<file path="src/rtl/dmem_arbiter.sv">
// dmem_arbiter: round-robin arbiter sharing one data-memory port among
// num_req_p cores, with a single transaction outstanding at a time.
module dmem_arbiter #(
  parameter int num_req_p      = 4,
  parameter int req_id_width_p = $clog2(num_req_p)
) (
  input  logic                      clk,
  input  logic                      n_reset,
  input  logic [num_req_p-1:0]      req_valid_i,
  input  logic [num_req_p*32-1:0]   req_addr_i,
  input  logic [num_req_p*32-1:0]   req_wdata_i,
  input  logic [num_req_p-1:0]      req_wen_i,
  input  logic [num_req_p-1:0]      req_byte_i,
  output logic [num_req_p-1:0]      req_yumi_o,
  output logic [num_req_p-1:0]      resp_valid_o,
  output logic [31:0]               resp_data_o,
  input  logic [num_req_p-1:0]      resp_yumi_i,
  output logic                      mem_valid_o,
  output logic [31:0]               mem_addr_o,
  output logic [31:0]               mem_wdata_o,
  output logic                      mem_wen_o,
  output logic                      mem_byte_o,
  input  logic                      mem_yumi_i,
  input  logic                      mem_resp_valid_i,
  input  logic [31:0]               mem_resp_data_i,
  output logic                      mem_resp_yumi_o,
  output logic [req_id_width_p-1:0] grant_o,
  output logic                      busy_o
);

  typedef enum logic [1:0] {IDLE, REQ, RESP} state_e;

  localparam logic [req_id_width_p-1:0] last_idx = req_id_width_p'(num_req_p - 1);

  state_e                    state_r, state_n;
  logic [req_id_width_p-1:0] grant_r, grant_n;
  logic [req_id_width_p-1:0] rr_ptr_r, rr_ptr_n;
  logic [req_id_width_p-1:0] winner, scan_idx, grant_inc;
  logic                      found;
  logic [31:0]               addr_a  [num_req_p];
  logic [31:0]               wdata_a [num_req_p];

  // Unpack the flat per-core buses into indexable arrays.
  genvar g;
  generate
    for (g = 0; g < num_req_p; g++) begin : g_unpack
      assign addr_a[g]  = req_addr_i[g*32 +: 32];
      assign wdata_a[g] = req_wdata_i[g*32 +: 32];
    end
  endgenerate

  // Round-robin scan: first valid requester starting at rr_ptr_r, wrapping mod num_req_p.
  always_comb begin
    found    = 1'b0;
    winner   = rr_ptr_r;
    scan_idx = rr_ptr_r;
    for (int unsigned i = 0; i < num_req_p; i++) begin
      if (!found && req_valid_i[scan_idx]) begin
        found  = 1'b1;
        winner = scan_idx;
      end
      scan_idx = (scan_idx == last_idx) ? '0 : scan_idx + 1'b1;
    end
  end

  // Pointer advance past the current owner, wrapping for non-power-of-two counts.
  always_comb begin
    grant_inc = (grant_r == last_idx) ? '0 : grant_r + 1'b1;
  end

  // Next-state and handshake outputs. Reset is synchronous, so every handshake
  // is suppressed combinationally during the reset cycle itself.
  always_comb begin
    state_n         = state_r;
    grant_n         = grant_r;
    rr_ptr_n        = rr_ptr_r;
    req_yumi_o      = '0;
    resp_valid_o    = '0;
    mem_valid_o     = 1'b0;
    mem_addr_o      = '0;
    mem_wdata_o     = '0;
    mem_wen_o       = 1'b0;
    mem_byte_o      = 1'b0;
    mem_resp_yumi_o = 1'b0;
    if (n_reset) begin
      unique case (state_r)
        IDLE: begin
          if (found) begin
            grant_n = winner;
            state_n = REQ;
          end
        end
        REQ: begin
          mem_valid_o         = 1'b1;
          mem_addr_o          = addr_a[grant_r];
          mem_wdata_o         = wdata_a[grant_r];
          mem_wen_o           = req_wen_i[grant_r];
          mem_byte_o          = req_byte_i[grant_r];
          req_yumi_o[grant_r] = mem_yumi_i;
          if (mem_yumi_i) state_n = RESP;
        end
        RESP: begin
          resp_valid_o[grant_r] = mem_resp_valid_i;
          mem_resp_yumi_o       = mem_resp_valid_i & resp_yumi_i[grant_r];
          if (mem_resp_yumi_o) begin
            state_n  = IDLE;
            rr_ptr_n = grant_inc;
          end
        end
        default: state_n = IDLE;
      endcase
    end
  end

  // State, owner and round-robin pointer registers.
  always_ff @(posedge clk) begin
    if (!n_reset) begin
      state_r  <= IDLE;
      grant_r  <= '0;
      rr_ptr_r <= '0;
    end else begin
      state_r  <= state_n;
      grant_r  <= grant_n;
      rr_ptr_r <= rr_ptr_n;
    end
  end

  assign resp_data_o = mem_resp_data_i;
  assign grant_o     = n_reset ? grant_r : '0;
  assign busy_o      = n_reset && (state_r != IDLE);

endmodule

</file>
<file path="config.mk">
export PLATFORM = sky130hd
export DESIGN_NAME = dmem_arbiter
export DESIGN_NICKNAME = d
export VERILOG_FILES = /design/src/rtl/dmem_arbiter.sv
export SDC_FILE = /design/constraint.sdc
export NUM_CORES = 1
export LEC_CHECK = 0
export BUFFER_PORTS_ARGS = -buffer_cell sky130_fd_sc_hd__buf_4
export CAP_MARGIN = 20
export CORE_AREA = 2 2 164 166
export CTS_CLUSTER_SIZE = 12
export DETAILED_ROUTE_END_ITERATION = 7
export DIE_AREA = 0 0 166 168
export SYNTH_ARGS = -nofsm -noshare
export SYNTH_HDL_FRONTEND = slang
export SYNTH_SLANG_ARGS = --single-unit
</file>
<file path="constraint.sdc">
create_clock -name clk -period 2.7 [get_ports clk]
set_input_delay 0.675 -clock clk [delete_from_list [all_inputs] [get_ports clk]]
set_output_delay 0.675 -clock clk [all_outputs]
set_load 0.03 [all_outputs]
</file>
Word-level counts from Yosys, hierarchy flattened
Index checks and enable logic that the tools add are counted.
- register bits after elaboration: 6
- bits in latches: 0
- bits in writable memories: 0
- bits in read-only memories: 0
- input bits: 308
- output and inout bits: 111
- memories: 0
- add/subtract/negate cells: 4
- multipliers: 0
- divide/modulo/power cells: 0
- magnitude comparators: 7
- eq/ne operators: 9
- shifts and indexed selects: 0
- multiplexer cells: 54
- bitwise operators: 4
- reduce and logical (&&, ||, !) cells: 13
- operators by type and width (operator ; number):
    32-bit two-way mux ; 8
    32-bit binary-select mux with 2-bit select ; 2
    2-bit two-way mux ; 11
    1-bit two-way mux ; 20
    4-bit two-way mux ; 4
    2-bit by 3-bit less-than comparator with 1-bit output (second input constant) ; 5
    1-bit binary-select mux with 2-bit select ; 7
    2-bit equality test (second input constant) ; 5
    2-bit by 1-bit adder with 2-bit output (second input constant) ; 4
    4-bit bitwise AND ; 2
    2-bit != test (second input constant) ; 3
    2-bit case mux with 3 select lines ; 1
    1-bit logical AND ; 5
    2-bit AND reduction ; 2
    3-bit greater-or-equal comparator (second input constant) ; 1
    1-bit zero test ; 3
    2-bit inverter with 3-bit output ; 1
    3-bit AND reduction ; 1
    1-bit demux with 2-bit select ; 1
    2-bit by 1-bit equality test with 1-bit output (second input constant) ; 1
    2-bit by 1-bit greater-or-equal comparator with 1-bit output (second input constant) ; 1
    2-bit zero test ; 1
    2-bit nonzero test ; 1
    1-bit bitwise AND ; 1

Longest topological paths before layout
Gate-level depths: netlist of run 1.
- depth after elaboration: 14
- gate-level depth with buffers: 7

Worst setup path before layout of run 1
No wires, ideal clock.
- path type: in2out
- from: input port n_reset
- to: output port mem_addr_o[30]
- arrival time: 2.217 ns
- required time: 2.025 ns
- setup slack: -0.192 ns
- stages on the path: 4
- path buffers: 1
- path through: clkinv_1 > nor3b_1 > clkbuf_1 > and2_1
- cells in the longest elaborated chain, start to end: 1
- RTL lines (item ; RTL line ; source):
    start, declared ; 8 ; input logic n_reset,
    32-bit two-way mux ; 85 ; if (n_reset) begin
    end, declared ; 19 ; output logic [31:0] mem_addr_o,
No other way between the ends.

Final worst setup path of run 1
- from: register grant_r[0]
- to: output port mem_resp_yumi_o
- cells in the longest elaborated chain, start to end: 5
- RTL lines (item ; RTL line ; source):
    start, declared ; 36 ; logic [req_id_width_p-1:0] grant_r, grant_n;
    start signal, assigned ; 123 ; grant_r <= grant_n;
    1-bit binary-select mux with 2-bit select ; 104 ; mem_resp_yumi_o = mem_resp_valid_i & resp_yumi_i[grant_r];
    1-bit two-way mux (not written as such) ; 104 ;
    1-bit bitwise AND ; 104 ;
    1-bit two-way mux ; 86 ; unique case (state_r)
    1-bit two-way mux ; 85 ;
    end, declared ; 26 ; output logic mem_resp_yumi_o,
No other way between the ends. The select of a mux whose other input is x is not followed.

==> results of run 1 <==
## cells by family after synthesis
group | synth area share
fa+ha+maj | 0.0207
compound gates | 0.0579
simple gates | 0.222
xor+xnor | 0.00290
flops | 0.0397
mux | 0.533
buf+inv | 0.124
## where the power goes
part	internal [W]	total, W	switching [W]	leakage (nW)
combinational	0.000745	0.00132	0.000579	2.62
sequential	0.0000988	0.000111	0.0000122	0.0505
clock	0.000191	0.000245	0.0000550	0.0370
## worst max-delay path, cell delays in order (launching register included)
cell and delay, ps:
dfxtp_4 370, buf_12 220, mux4_2 560, nand3_1 210, nor2_1 80, buf_4 170
## through the flow
stage	cells	hold WS [ps]	cell area, um^2	power (W)	setup WS [ps]
after floorplan	285	558	3030	0.000919	74.9
after global placement	932	612	5930	0.00145	257
after detailed placement	932	618	5930	0.00146	247
after CTS	935	627	6000	0.00171	141
after global routing	935	655	6000	0.00178	53.7
final	936	631	6010	0.00168	169
## metal layers
metal	part of all wire	track usage
met1	0.36	0.125
met2	0.53	0.208
met3	0.10	0.0353
met4	0.0075	0.0132
met5	0	0
## path summary, 6_finish.rpt
| check | end | slack [ps] | depth (start not counted) |
|---|---|---|---|
| min | state_r[1] | 630 | 2 |
| max | mem_resp_yumi_o | 170 | 5 |
| max reg2reg | grant_r[0] | 390 | 5 |
| min reg2reg | state_r[1] | 630 | 2 |
## layout by cell type, fill, tap and decap left out, types with 3 or more instances in the layout
cell       Yosys  routed
dfxtp_1        6       4
and2_1        71      71
ha_1           5       5
a21oi_1        5       5
nand3_1        3       3
buf_12         0       6
inv_1          4       4
mux4_2        69      69
nor2_1         9       9
nand2_1        8       8
buf_4         32     359
clkbuf_16      0       3
and3_1         5       5
## state kept, by name, indices dropped and copies added (netlist names)
register,flops
state_r,2
grant_r,2
rr_ptr_r,2
## layout make-up
type | instances | area (um^2)
Multi-Input combinational cell | 215 | 2540
Sequential cell | 6 | 128
Fill cell | 2888 | 20300
Inverter | 5 | 18.8
Tap cell | 341 | 427
Antenna cell | 1 | 2.50
Clock buffer | 3 | 75.1
Timing Repair Buffer | 365 | 2820
==> flow_summary.toml, run 1 <==
[yosys]
synth_cells = 285
syn_area_per_cell_um2 = 10.6
ys_warn_count = 0
synthArstFlopShare = 0
synth_most_common_cell = "and2_1"
synth_edf_count = 0
ys_top_cells_by_count = "71 x and2_1, 69 x mux4_2, 32 x buf_4, 19 x clkbuf_1, 9 x nor2_1"
synth_seq_cells = 6
ys_types = 49
syn-num-nets = 598
syn_area_um2 = 3020
synth_seq_area_share = 0.0397
ys.flop_type = "dfxtp_1"
yosys.area.top_type_share = 0.514
yosysTopAreaCell = "mux4_2"
synth_top_cells_by_area = "mux4_2 51%, and2_1 15%, buf_4 7.9%, dfxtp_1 4.0%, clkbuf_1 2.4%"

[cells_and_area]
drive_above_1_share = 0.753
num-nets-final = 909
synthToLayoutAreaGrowth_pct = 98.6
fin_util = 0.228

[clock_tree]
cts_made_buffers = 3
post_cts_buffers = 0
cts_resized = 0
cts_max_level = 1
cts_tree = "built"
hold_buffers = 0
clock_latency_ps = 230
clk_pin_slew_ps = 30
cts_sinks = 6
clockBufferDepth = 2
root_buffer = "clkbuf_16"

[route]
drt_pass1_iterations = 4
dr_total_vias = 3767
drc = 0
drt_iter0_drc = 94
final_antenna_net_count = 0
wl_per_cell_um = 17.5
wl_mm = 16.4
vias_per_cell = 4.02

[outcome]
status = "completed"

[critical_path]
cp.required_ps = 2030
crit_fanout = 26
worst_ep_arrival_time_ps = 1860
cp-end-kind = "output pin"
startpoint = "grant_r[0]"
reg2reg_from = "rr_ptr_r[0]"
critPathLaunchType = "register"
critical_path_class = "reg -> out"

[pwr]
p_per_area_nw_per_um2 = 280
vdd_drop_max_mv = 0.169
p_leak_nw = 2.70

[global_route]
gr-total-overflow = 0
grtUsageTotal = 0.110
grt_pass1_wl_mm = 24.0
grt_max_degree = 41
antenna_found_initial = 1
grt_pass1_vias = 4021

[flow_run]
drv_cap = 0

[worst_hold_path]
hp-class = "reg -> reg"
hold_start = "state_r[1]"

[placed_design]
portBuffers = 354
gp_congestion = 0.826
dp_hpwl_mm = 14.4

[timing]
fin_skew_ps = 1.79
max_slew_margin = 0.729
setup_viol = 0
tightest_slew_ps = 403
min_period_ps = 2530
fin_crit_sh = 0.937
finalSetupTns_ps = 0
max_freq_mhz = 395
rsz0062_at_grt = "no"
timing.final.hold_violations = 0
slew_violations = 0

[die]
rows = 60
placeableCoreArea_um2 = 26400
die_x_um = 166
initial_core_util = 0.115
io_pins = 419
dieHeight_um = 168
die_area_um2 = 27900
No activity file was read; power rests on OpenSTA's default activity.
==> run 2: changes to the inputs <==
--- a/config.mk
+++ b/config.mk
@@ -8,9 +8,11 @@
 export BUFFER_PORTS_ARGS = -buffer_cell sky130_fd_sc_hd__buf_4
 export CAP_MARGIN = 20
 export CORE_AREA = 2 2 164 166
+export CTS_BUF_LIST = sky130_fd_sc_hd__clkbuf_2 sky130_fd_sc_hd__clkbuf_4 sky130_fd_sc_hd__clkbuf_8
 export CTS_CLUSTER_SIZE = 12
 export DETAILED_ROUTE_END_ITERATION = 7
 export DIE_AREA = 0 0 166 168
 export SYNTH_ARGS = -nofsm -noshare
 export SYNTH_HDL_FRONTEND = slang
 export SYNTH_SLANG_ARGS = --single-unit
+export TNS_END_PERCENT = 1
==> run 2 against run 1 <==
- design area fell by 0.56%
- combinational power is essentially flat
- fmax rose by 0.17%
- sequential power is essentially flat
- cell count stayed put
- flip-flop and latch count did not move
- die area unchanged
- critical path depth is the same
- wire length is 0.15% lower
- count of clock-buffer cells in the layout stayed put
- total power is 6.5% lower
- first-iteration DRC count is 9.6% higher
- highest routed layer unchanged
==> flow_summary.toml, run 2 (same netlist as run 1, synthesis figures left out) <==
[outcome]
status = "completed"

[flow_run]
drv_cap = 0

[worst_hold_path]
min_to = "state_r[1]"
hold_depth = 2
hold_start = "state_r[1]"
hp-class = "reg -> reg"

[cells_and_area]
mostFrequentLayoutCells = "359 x buf_4, 71 x and2_1, 69 x mux4_2"
final_common_cell = "buf_4"
nFillCells = 2892
synthToLayoutAreaGrowth_pct = 97.5
drive_above_1_share = 0.753
regArea_um2 = 128
num-nets-final = 909
reg_top3 = "grant_r x2, rr_ptr_r x2, state_r x2"
multiInputGateArea_um2 = 2540

[clock_tree]
clockBufferDepth = 2
cts_tree = "built"
clock_latency_ps = 220
cts_max_level = 1
cts_resized = 0
cts_sinks = 6
hold_buffers = 0
root_buffer = "clkbuf_8"
cts_made_buffers = 3
post_cts_buffers = 0
clk_pin_slew_ps = 40

[die]
io_pins = 419
die_area_um2 = 27900
initial_core_util = 0.115
placeableCoreArea_um2 = 26400
rows = 60
dieHeight_um = 168
die_x_um = 166

[timing]
tightest_slew_ps = 401
max_freq_mhz = 396
timing.final.hold_violations = 0
rsz0062_at_grt = "no"
fin_skew_ps = 1.75
max_slew_margin = 0.731
holdWs_ps = 624
finalSetupTns_ps = 0
fin_crit_sh = 0.936
slew_violations = 0
setup_viol = 0
min_period_ps = 2530

[route]
wl_mm = 16.4
final_antenna_net_count = 0
drc = 0
drt_pass1_iterations = 4
wl_per_cell_um = 17.5
vias_per_cell = 4.02
drt_iter0_drc = 103
dr_total_vias = 3763

[placed_design]
gp_congestion = 0.826
portBuffers = 354
dp_hpwl_mm = 14.4

[critical_path]
r2r_cells = 5
cp.required_ps = 2030
critical_path.cell_chain = "buf_12 > mux4_2 > nand3_1 > nor2_1 > buf_4"
path_delay_family = "multiplexers"
worst_ep_arrival_time_ps = 1850
cpMaxStageDelayCell = "mux4_2"
reg2reg_from = "rr_ptr_r[0]"
reg2reg_slack_ps = 390
crit_fanout = 26
cp-end-kind = "output pin"
startpoint = "grant_r[0]"
crit_path_max_incr_delay_ps = 560
cp_num_buf_inv = 2
critical_path_class = "reg -> out"
critPathLaunchType = "register"
r2r-end = "grant_r[0]"

[global_route]
grt_max_degree = 41
grtUsageTotal = 0.110
grt_pass1_wl_mm = 24.0
antenna_found_initial = 1
gr-total-overflow = 0
grt_pass1_vias = 4015

[pwr]
vdd_drop_max_mv = 0.134
p_total_w = 0.00157
p_leak_nw = 2.69
p_per_area_nw_per_um2 = 263
[run 2: cell counts in the layout (fill, tap and decap cells not counted)]
Identical to the previous run, type by type.
[run 2: stage by stage]
stage	util	area (um^2)	setup WS, ps	std cells
after global routing	0.227	5970	59.0	935
after CTS	0.227	5970	149	935
after global placement	0.225	5930	257	932
final	0.227	5970	174	936
after detailed placement	0.225	5930	247	932
after floorplan	-	3030	74.9	285
[run 2: where the power goes]
group          switching, W  total [W]  internal [W]
Clock             0.0000413   0.000137     0.0000960
Combinational      0.000579    0.00132      0.000745
Sequential        0.0000122   0.000111     0.0000987
[run 2: per-layer routing]
metal	vias to the layer above	track usage	routed length (um)	part of all wire
met1	1809	0.124	6030	0.37
met2	247	0.208	8660	0.53
met5	-	0	0	0
li1	1695	-	-	-
met4	0	0.00983	104	0.0063
met3	12	0.0353	1580	0.097
[run 2: cell type report]
cell class                      count  share of cell area
Sequential cell                     6              0.0214
Timing Repair Buffer              365               0.471
Inverter                            5             0.00314
Clock buffer                        3             0.00691
Tap cell                          341              0.0714
Multi-Input combinational cell    215               0.425
Antenna cell                        1            0.000419
[run 2: worst reg2reg max path, delay by kind of cell, from the launching register on]
family,cells,cell delay (ps)
multiplexers,2,970
flip-flops,1,300
adder cells (fa/ha/maj),1,400
AO/OA/AOI/OAI,2,540
[run 2: worst max-delay path by stage]
stage / end / slack [ps] / cells past startpoint
2_1_floorplan: mem_addr_o[0] / 70 / 5
3_3_place_gp: req_yumi_o[1] / 260 / 6
3_5_place_dp: req_yumi_o[0] / 250 / 6
4_1_cts: mem_resp_yumi_o / 150 / 5
5_1_grt: mem_resp_yumi_o / 60 / 5
6_report: mem_resp_yumi_o / 170 / 5
==> run 3: changes to the inputs <==
==> config.mk (replaced) <==
export PLATFORM = sky130hd
export DESIGN_NAME = dmem_arbiter
export DESIGN_NICKNAME = d
export VERILOG_FILES = /design/src/rtl/dmem_arbiter.sv
export SDC_FILE = /design/constraint.sdc
export NUM_CORES = 1
export LEC_CHECK = 0
export CAP_MARGIN = 20
export CORE_AREA = 2 2 161 163
export CTS_BUF_LIST = sky130_fd_sc_hd__clkbuf_2 sky130_fd_sc_hd__clkbuf_4 sky130_fd_sc_hd__clkbuf_8
export CTS_CLUSTER_SIZE = 12
export DETAILED_ROUTE_END_ITERATION = 7
export DIE_AREA = 0 0 163 165
export DONT_BUFFER_PORTS = 1
export SYNTH_ARGS = -nofsm -noshare
export SYNTH_HDL_FRONTEND = slang
export SYNTH_SLANG_ARGS = --single-unit
export TNS_END_PERCENT = 1
==> run 3 against run 2 <==
- first-iteration DRC count grew 38%
- combinational power is 17% lower
- total power decreased by 13%
- largest power group unchanged
- highest routed layer is now met5
==> flow_summary.toml, run 3 (same netlist as run 1, synthesis figures left out) <==
[outcome]
status = "completed"

[die]
die_area_um2 = 26900
die_x_um = 163
rows = 58
io_pins = 419
placeableCoreArea_um2 = 25000
initial_core_util = 0.121
dieHeight_um = 165

[pwr]
vdd_drop_max_mv = 0.133
p_per_area_nw_per_um2 = 321
p_leak_nw = 1.44

[timing]
min_period_ps = 2550
setup_viol = 0
max_slew_margin = 0.732
max_freq_mhz = 392
slew_violations = 0
rsz0062_at_grt = "no"
fin_crit_sh = 0.946
tightest_slew_ps = 399
finalSetupTns_ps = 0
fin_skew_ps = 4.60
holdWs_ps = 577
timing.final.hold_violations = 0

[critical_path]
reg2reg_from = "rr_ptr_r[0]"
critical_path_class = "reg -> out"
reg2reg_slack_ps = 310
critPathLaunchType = "register"
r2r-end = "grant_r[0]"
worst_ep_arrival_time_ps = 1880
crit_fanout = 19
endpoint = "mem_resp_yumi_o"
r2r_cells = 5
cp.required_ps = 2030
cp-end-kind = "output pin"
startpoint = "grant_r[0]"

[cells_and_area]
num-nets-final = 628
reg_top3 = "grant_r x2, rr_ptr_r x2, state_r x2"
mostFrequentLayoutCells = "71 x and2_1, 69 x mux4_2, 46 x buf_4"
drive_above_1_share = 0.532
final_cells = 651
synthToLayoutAreaGrowth_pct = 41.7
final_common_cell = "and2_1"
fin_util = 0.171

[clock_tree]
clk_pin_slew_ps = 40
cts_max_level = 1
root_buffer = "clkbuf_8"
cts_tree = "built"
cts_sinks = 6
post_cts_buffers = 0
cts_made_buffers = 3
clock_latency_ps = 220
clockBufferDepth = 2

[route]
final_antenna_net_count = 0
drt_pass1_iterations = 4
dr_wl_met2_mm = 7.55
vias_per_cell = 4.19
routed.top_layer = "met5"
wl_per_cell_um = 21.7
routed-wl-met3_mm = 1.63
drt_iter0_drc = 142
wl_mm = 14.1
wl_met1_mm = 4.86
drc = 0
dr_total_vias = 2726

[placed_design]
dp.cells = 639
portBuffers = 0
dp_hpwl_mm = 12.3
gp_congestion = 0.940

[global_route]
antenna_found_initial = 7
grt_pass1_vias = 2931
grtUsageTotal = 0.0963
grt_pass1_wl_mm = 19.1
grt_max_degree = 38
gr-total-overflow = 0

[flow_run]
drv_cap = 0

[worst_hold_path]
hp-class = "in -> reg"
## run 3: how the worst min path moves through the flow
stage,startpoint,to,cells past startpoint
final,n_reset,state_r[1],1
after global routing,n_reset,state_r[1],1
after CTS,n_reset,state_r[1],1
after detailed placement,state_r[1],state_r[1],2
after global placement,state_r[1],state_r[1],2
after floorplan,state_r[1],state_r[1],2
## run 3: routing by layer
layer  up-vias  GRT usage
met5         -     0.0322
met3         8     0.0404
li1       1145          -
met2       257      0.182
met4         4     0.0125
met1      1312     0.0991
## run 3: timing repair
| action | in CTS | in global routing |
|---|---|---|
| gates resized for setup | 1 | 0 |
| hold buffers | 0 | 0 |
| cloned | 0 | 1 |
| setup endpoints to repair | 1 | 1 |
## run 3: final cells by class
class | instances | area, um^2
inverters | 5 | 18.8
multi-input cells | 215 | 2540
clock buffers | 4 | 48.8
fillers | 2745 | 20800
repair buffers | 84 | 1120
diodes | 7 | 17.5
well taps | 330 | 413
flip-flops and latches | 6 | 128
## run 3: power by group
part	leakage, nW	switching [W]	internal [W]
clock	0.0262	0.0000414	0.000112
sequential	0.0505	0.0000306	0.0000988
combinational	1.36	0.000500	0.000592
## run 3: critical path, stage by stage, from the launching register on
cell and delay (ps):
dfxtp_4 400, buf_16 190, mux4_2 580, nand3_1 190, nor2_1 80, buf_4 170
## run 3: metrics by stage
stage	power, W	area [um^2]	setup WS [ps]
4_1_cts	0.00139	4240	1.03
3_3_place_gp	0.00122	4190	256
2_1_floorplan	0.000919	3030	74.9
3_5_place_dp	0.00123	4190	240
6_report	0.00138	4280	147
5_1_grt	0.00146	4280	29.2
